`config.mk`:
```
export PLATFORM = sky130hd
export DESIGN_NAME = scmp_bus_ctl
export DESIGN_NICKNAME = d
export VERILOG_FILES = /design/src/rtl/scmp_bus_pak.sv /design/src/rtl/scmp_bus_arb.sv /design/src/rtl/scmp_bus_ctl.sv
export SDC_FILE = /design/constraint.sdc
export NUM_CORES = 1
export LEC_CHECK = 0
export ABC_AREA = 1
export CELL_PAD_IN_SITES_DETAIL_PLACEMENT = 0
export CELL_PAD_IN_SITES_GLOBAL_PLACEMENT = 1
export CORE_UTILIZATION = 30
export DETAILED_ROUTE_END_ITERATION = 6
export PLACE_DENSITY = 0.86
export SYNTH_ARGS = -nofsm -noshare
export SYNTH_HDL_FRONTEND = slang
export SYNTH_HIERARCHICAL = 1
export SYNTH_SLANG_ARGS = --single-unit
```
`constraint.sdc`:
```
create_clock -name clk -period 1.84 [get_ports clk]
set_clock_uncertainty 0.2 [all_clocks]
set_input_delay 0.276 -clock clk [delete_from_list [all_inputs] [get_ports clk]]
set_output_delay 0.276 -clock clk [all_outputs]
set_load 0.1 [all_outputs]
```
`src/rtl/scmp_bus_pak.sv`:
```
`default_nettype none
// ============================================================================
// Module   : scmp_bus_pak
// Brief    : Shared types and data-bus lane layout for the SC/MP bus controller.
// Revision : 1.0
// ============================================================================
package scmp_bus_pak;

    typedef enum logic [2:0] {
        IDLE = 3'd0,
        ARB  = 3'd1,
        ADS  = 3'd2,
        RW   = 3'd3,
        DONE = 3'd4
    } BUS_STATE_t;

    typedef struct packed {
        logic h;
        logic d;
        logic i;
        logic r;
    } BUS_FLAGS_t;

    // Flag lanes occupy the upper DB nibble during the address strobe; A15..12 sit below.
    localparam int DB_F_R_BIT = 4;
    localparam int DB_F_I_BIT = 5;
    localparam int DB_F_D_BIT = 6;
    localparam int DB_F_H_BIT = 7;

    function automatic logic [7:0] ads_db_word(input BUS_FLAGS_t f, input logic [3:0] a_hi);
        logic [7:0] w;
        w             = {4'b0000, a_hi};
        w[DB_F_R_BIT] = f.r;
        w[DB_F_I_BIT] = f.i;
        w[DB_F_D_BIT] = f.d;
        w[DB_F_H_BIT] = f.h;
        return w;
    endfunction

endpackage
`default_nettype wire

```
`src/rtl/scmp_bus_arb.sv`:
```
`default_nettype none
// ============================================================================
// Module   : scmp_bus_arb
// Brief    : Daisy-chain bus arbitration: BREQ, grant detection, ENOUT pass-through.
// Revision : 1.0
// ============================================================================
module scmp_bus_arb
    import scmp_bus_pak::*;
(
    input  logic want_i,
    input  logic busy_i,
    input  logic enin_i,
    output logic breq_o,
    output logic enout_o,
    output logic granted_o
);

    assign breq_o    = want_i;
    assign granted_o = want_i & enin_i;
    // The grant only travels down the chain when this block neither holds nor wants the bus.
    assign enout_o   = enin_i & ~want_i & ~busy_i;

endmodule
`default_nettype wire

```
`src/rtl/scmp_bus_ctl.sv`:
```
`default_nettype none
// ============================================================================
// Module   : scmp_bus_ctl
// Brief    : SC/MP external bus cycle controller; stall is the sequencer clock enable.
//            Optional hold-timeout abort enabled by defining SCMP_BUS_TIMEOUT_EN.
// Revision : 1.0
// ============================================================================
module scmp_bus_ctl
    import scmp_bus_pak::*;
#(
    parameter int ADS_CYCLES    = 1,
    parameter int RW_MIN_CYCLES = 2,
    parameter int HOLD_TIMEOUT  = 64
) (
    input  logic        clk,
    input  logic        rst,
    input  logic        uc_ads_n,
    input  logic        uc_rd_n,
    input  logic        uc_wr_n,
    input  logic [3:0]  uc_flags,
    input  logic [15:0] addr_i,
    input  logic [7:0]  wr_data_i,
    output logic [7:0]  rd_data_o,
    output logic        stall,
    output logic        bus_err,
    output logic        breq_o,
    input  logic        enin_i,
    output logic        enout_o,
    input  logic        hold_i,
    output logic        nads_n,
    output logic        nrds_n,
    output logic        nwds_n,
    output logic [11:0] a_o,
    output logic        a_oe,
    output logic [7:0]  db_o,
    input  logic [7:0]  db_i,
    output logic        db_oe
);

    localparam logic [2:0] c_ADS_LAST = 3'(ADS_CYCLES - 1);
    localparam logic [2:0] c_RW_LAST  = 3'(RW_MIN_CYCLES - 1);

    BUS_STATE_t  state_q, state_d;
    logic [2:0]  cnt_q, cnt_d;
    logic [15:0] addr_q, addr_d;
    BUS_FLAGS_t  flags_q, flags_d;
    logic [7:0]  wdata_q, wdata_d;
    logic [7:0]  rd_q, rd_d;
    logic        dir_wr_q, dir_wr_d;

    logic        w_req;
    logic        w_want;
    logic        w_busy;
    logic        w_granted;
    logic        w_abort;
    logic        w_unused_rd;

    assign w_req       = ~uc_ads_n;
    // Direction is decided by uc_wr_n alone, so rd+wr together resolves to a write.
    assign w_unused_rd = uc_rd_n;

    scmp_bus_arb u_arb (
        .want_i    (w_want),
        .busy_i    (w_busy),
        .enin_i    (enin_i),
        .breq_o    (breq_o),
        .enout_o   (enout_o),
        .granted_o (w_granted)
    );

`ifdef SCMP_BUS_TIMEOUT_EN
    localparam int                 c_HTO_W    = $clog2(HOLD_TIMEOUT + 1);
    localparam logic [c_HTO_W-1:0] c_HTO_LAST = c_HTO_W'(HOLD_TIMEOUT - 1);

    logic [c_HTO_W-1:0] hto_q, hto_d;
    logic               err_q;

    assign w_abort = (state_q == RW) && hold_i && (hto_q == c_HTO_LAST);
    assign hto_d   = ((state_q == RW) && hold_i) ? hto_q + c_HTO_W'(1) : '0;

    always_ff @(posedge clk) begin
        if (rst) begin
            hto_q <= '0;
            err_q <= 1'b0;
        end else begin
            hto_q <= hto_d;
            err_q <= w_abort;
        end
    end

    assign bus_err = err_q;
`else
    logic w_unused_hold_timeout;
    assign w_unused_hold_timeout = ^HOLD_TIMEOUT;
    assign w_abort               = 1'b0;
    assign bus_err               = 1'b0;
`endif

    always_comb begin
        state_d  = state_q;
        addr_d   = addr_q;
        flags_d  = flags_q;
        wdata_d  = wdata_q;
        dir_wr_d = dir_wr_q;
        rd_d     = rd_q;
        case (state_q)
            IDLE: begin
                if (w_req) begin
                    addr_d   = addr_i;
                    flags_d  = BUS_FLAGS_t'(uc_flags);
                    wdata_d  = wr_data_i;
                    dir_wr_d = ~uc_wr_n;
                    state_d  = w_granted ? ADS : ARB;
                end
            end
            ARB: begin
                if (w_granted) state_d = ADS;
            end
            ADS: begin
                if (cnt_q == c_ADS_LAST) state_d = RW;
            end
            RW: begin
                if (w_abort) begin
                    state_d = DONE;
                    rd_d    = 8'hFF;
                end else if ((cnt_q >= c_RW_LAST) && !hold_i) begin
                    state_d = DONE;
                    if (!dir_wr_q) rd_d = db_i;
                end
            end
            DONE:    state_d = IDLE;
            default: state_d = IDLE;
        endcase
        // Saturate rather than wrap so long hold extensions keep the minimum satisfied.
        if (state_d != state_q)  cnt_d = 3'd0;
        else if (cnt_q == 3'd7)  cnt_d = cnt_q;
        else                     cnt_d = cnt_q + 3'd1;
    end

    always_comb begin
        nads_n = 1'b1;
        nrds_n = 1'b1;
        nwds_n = 1'b1;
        a_oe   = 1'b0;
        db_oe  = 1'b0;
        db_o   = 8'h00;
        stall  = 1'b0;
        w_want = 1'b0;
        w_busy = (state_q != IDLE);
        case (state_q)
            IDLE: begin
                stall  = w_req;
                w_want = w_req;
            end
            ARB: begin
                stall  = 1'b1;
                w_want = 1'b1;
            end
            ADS: begin
                stall  = 1'b1;
                w_want = 1'b1;
                nads_n = 1'b0;
                a_oe   = 1'b1;
                db_oe  = 1'b1;
                db_o   = ads_db_word(flags_q, addr_q[15:12]);
            end
            RW: begin
                stall  = 1'b1;
                w_want = 1'b1;
                a_oe   = 1'b1;
                if (dir_wr_q) begin
                    nwds_n = 1'b0;
                    db_oe  = 1'b1;
                    db_o   = wdata_q;
                end else begin
                    nrds_n = 1'b0;
                end
            end
            DONE: begin
                a_oe = 1'b1;
            end
            default: begin
                stall = 1'b0;
            end
        endcase
    end

    always_ff @(posedge clk) begin
        if (rst) begin
            state_q  <= IDLE;
            cnt_q    <= 3'd0;
            addr_q   <= 16'h0000;
            flags_q  <= '0;
            wdata_q  <= 8'h00;
            rd_q     <= 8'h00;
            dir_wr_q <= 1'b0;
        end else begin
            state_q  <= state_d;
            cnt_q    <= cnt_d;
            addr_q   <= addr_d;
            flags_q  <= flags_d;
            wdata_q  <= wdata_d;
            rd_q     <= rd_d;
            dir_wr_q <= dir_wr_d;
        end
    end

    assign a_o       = addr_q[11:0];
    assign rd_data_o = rd_q;

endmodule
`default_nettype wire

```
==> summary.txt <==
Die area - 6961 um^2
Hold_ws - 0.2977 ns
Reg-to-Reg End - rd_data_o[0]$_SDFFE_PP0P_
Failing checks - negative setup slack
Top cells by area, synth - dfxtp_1 43%, a21oi_1 7.8%, buf_4 5.7%
Critical path type - flip-flop to output port
YS warnings - 6
Largest family of logic cells by synthesized area - simple AND/OR/NAND/NOR gates
Power Density - 1280 nW/um^2
CP arrival - 1.44 ns
Final WL - 4944 um
CTS tree - yes
Drc violations - 0
Fillcell total - 562
DRT iter0 DRCs - 39
Critical path startpoint category - flip-flop
Die Wd - 83.44 um
Reg clk slew, reported paths - 0.08 ns
Synth unique cells - 28
Largest net degree at the start of global routing - 22
Die Height - 83.44 um
Seq/Total Area, Yosys - 43.27%
Final setup vio count - 11
DR pass1 iterations - 4
Via count - 1910
Gr usage total - 14.35%
Max Fclk - 0.5219 GHz
Period minus WS final - 1.916 ns
Status - complete, but fails checks
Area of the multi-input gates - 1028 um^2
Routability Congestion - 0.7898
Initial antenna violation count - 0
Register area - 870.8 um^2
Clock latency on the worst-skew pair - 0.29 ns
Flop2flop setup slack - 0.04 ns
Max rail drop VDD - 679.0 uV
CP max FO - 5
CORE AREA - 6386 um^2
Worst reg-to-reg path cell count - 10
TritonCTS Buffers - 5
Min-Delay Startpoint - addr_q[9]$_SDFFE_PP0P_
Largest area contributor in the netlist - dfxtp_1
Boundary Pins - 80
Share of cells above drive strength 1 - 30.64%
Compound-Gate Fraction of Synth Area - 16.86%
Synth Area in Simple Gates - 21.01%
CTS sink cnt - 43
Most used cell, CP - nand2_4
Syn Std Cell Area - 1989 um^2
Hold_buf cts - 0
Synthesized flop and latch total - 43
RSZ-0062 raised after global routing - true
Final Hold Violating Endpoints - 0
Antenna-violating nets left - 0
Met1 Usage GRT - 17.69%
IO Port Bufs - 77
Critical path, cell by cell - nand2_4 -> nor2_4 -> nand2_4 -> o22ai_4 -> buf_12
Final net count - 392
Mux share of post-synthesis cell area - 1.006%
H-tree depth - 2
Syn_area_per_cell - 7.681 um^2
CP Capture Type - output port
# diodes - 0
XOR/XNOR share of the synthesized area - 0.4403%
Final Max Tran Viols - 0
Met3 Resource Use GR - 5.268%
Worst path slowest cell - dfxtp_4
# Max-Cap Violations - 0
WHS Path Cells - 2
Total power - 4.588 mW
Top cell type's share of synthesized area - 43.27%
P&R area growth vs syn - 80.13%
Hold WC Path Type - flip-flop to flip-flop
# rows - 29
Syn_nets - 306
Met2 Use GR - 24.14%
GRT busiest layer - met2
Lkg Pwr - 1.477 nW
Final period util - 104.1%
Avg WL per Cell - 11.69 um
DR vias/cell - 4.515
CP peak stage delay - 0.39 ns
Worst Hold End - addr_q[9]$_SDFFE_PP0P_
Worst reg2reg startpoint - state_q[0]$_SDFF_PP0_
Initial core utilization - 31.15%
First-pass GRT wire length - 8162 um
Max clock buf depth - 2
Worst endpoint required time - 1.36 ns
Adder-cell area share of the yosys netlist - 2.516%
CTS root buf - clkbuf_8
Setup ws final - -0.07606 ns
GRT Residual Overflow - 0
Detailed placement HPWL - 3591 um
Number of global-route vias before repair - 1754
Syn Inst Count - 259
## report_power, final
part           switching, mW  internal [mW]  leakage, nW
Combinational           1.68           1.08         1.08
Clock                  0.309          0.266       0.0455
Sequential             0.139           1.12        0.355
## how the worst max path moves through the flow
stage	slack (ns)	end	startpoint
final	-0.08	db_o[2]	state_q[0]$_SDFF_PP0_
after detailed placement	-0.25	cnt_q[2]$_SDFFE_PP0P_	uc_ads_n
after global placement	-0.20	cnt_q[1]$_SDFFE_PP0P_	uc_ads_n
after floorplan	-0.17	cnt_q[0]$_SDFFE_PP0P_	uc_ads_n
after CTS	-0.09	db_o[2]	state_q[1]$_SDFF_PP0_
after global routing	-0.16	db_o[1]	state_q[1]$_SDFF_PP0_
## layout make-up
cell class	count	share of cell area, %
flip-flops and latches	43	24.30
clock inverters	2	0.3142
multi-input cells	160	28.70
clock buffers	6	2.025
repair buffers	103	38.44
inverters	32	3.527
well taps	77	2.689
## synthesized netlist by cell type, drive strengths merged
master	n
nand3	19
nand2	33
o22ai	8
a21oi	31
clkbuf	5
o21ai	26
ha	4
mux2i	2
nand4	1
buf	20
nor2	33
conb	1
inv	32
dfxtp	43
xor2	1
## sequential cells by signal (all words and copies together), names as in the netlist
name / cells
addr_q: 16
wdata_q: 8
flags_q: 4
state_q: 3
cnt_q: 3
dir_wr_q: 1
rd_data_o: 8
## per-layer routing
metal	wire, um	up-vias
li1	-	995
met2	2388	51
met1	2195	860
met4	31	0
met5	0	-
met3	327	4
## through the flow
step,setup slack [ns],util (%),cells,area [um^2],setup TNS (ns)
floorplan,-0.1670,-,259,2172,-1.950
global placement,-0.1981,52.84,404,3374,-1.108
detailed placement,-0.2500,52.84,404,3374,-1.758
CTS,-0.08839,54.80,416,3500,-0.8027
global route,-0.1641,56.11,423,3583,-1.654
finish,-0.07606,56.11,423,3583,-0.5635
## layout by cell type (no fill, tap or decap)
cell type         n
dfxtp_2           2
nor2_2            1
nand4_1           1
o21ai_0          20
buf_4            19
o22ai_4           8
inv_4             2
clkinv_2          1
nor2_4            4
nor2_8            1
mux2i_1           2
clkdlybuf4s50_1  40
ha_1              4
xor2_1            1
dlygate4sd2_1     1
nand2_1          26
buf_6             4
conb_1            1
buf_12           39
a21oi_1          30
clkbuf_1          1
nor2_1           27
nand3_2           1
inv_2             4
nand3_4           2
clkinvlp_4        1
a21oi_4           1
nand2_2           3
inv_1            26
clkbuf_8          5
dfxtp_1          39
nand2_4           4
dfxtp_4           2
o21ai_1           5
nand2_8           1
nand3_1          16
o21ai_2           1
## worst max-delay path: cells and delay by family, from the launching register on
family | cells | cell delay [ns]
AOI/OAI and AO/OA | 1 | 0.15
buffers and inverters | 1 | 0.19
DFF | 1 | 0.39
and+or+nand+nor | 3 | 0.43
## logic make-up after synthesis
group | Yosys count
AND/OR/NAND/NOR | 86
adder cells (fa/ha/maj) | 4
XOR/XNOR | 1
multiplexers | 2
AO/OA/AOI/OAI | 65
other | 1
buffers and inverters | 57
flip-flops | 43
## repair_timing
action	4_1_cts	5_1_grt
gates cloned	1	0
setup endpoints to repair	13	18
resized for setup	4	10
pin swaps	12	9
buffers inserted	3	7
hold endpoints to repair	0	0
No activity file was read; power rests on OpenSTA's default activity.
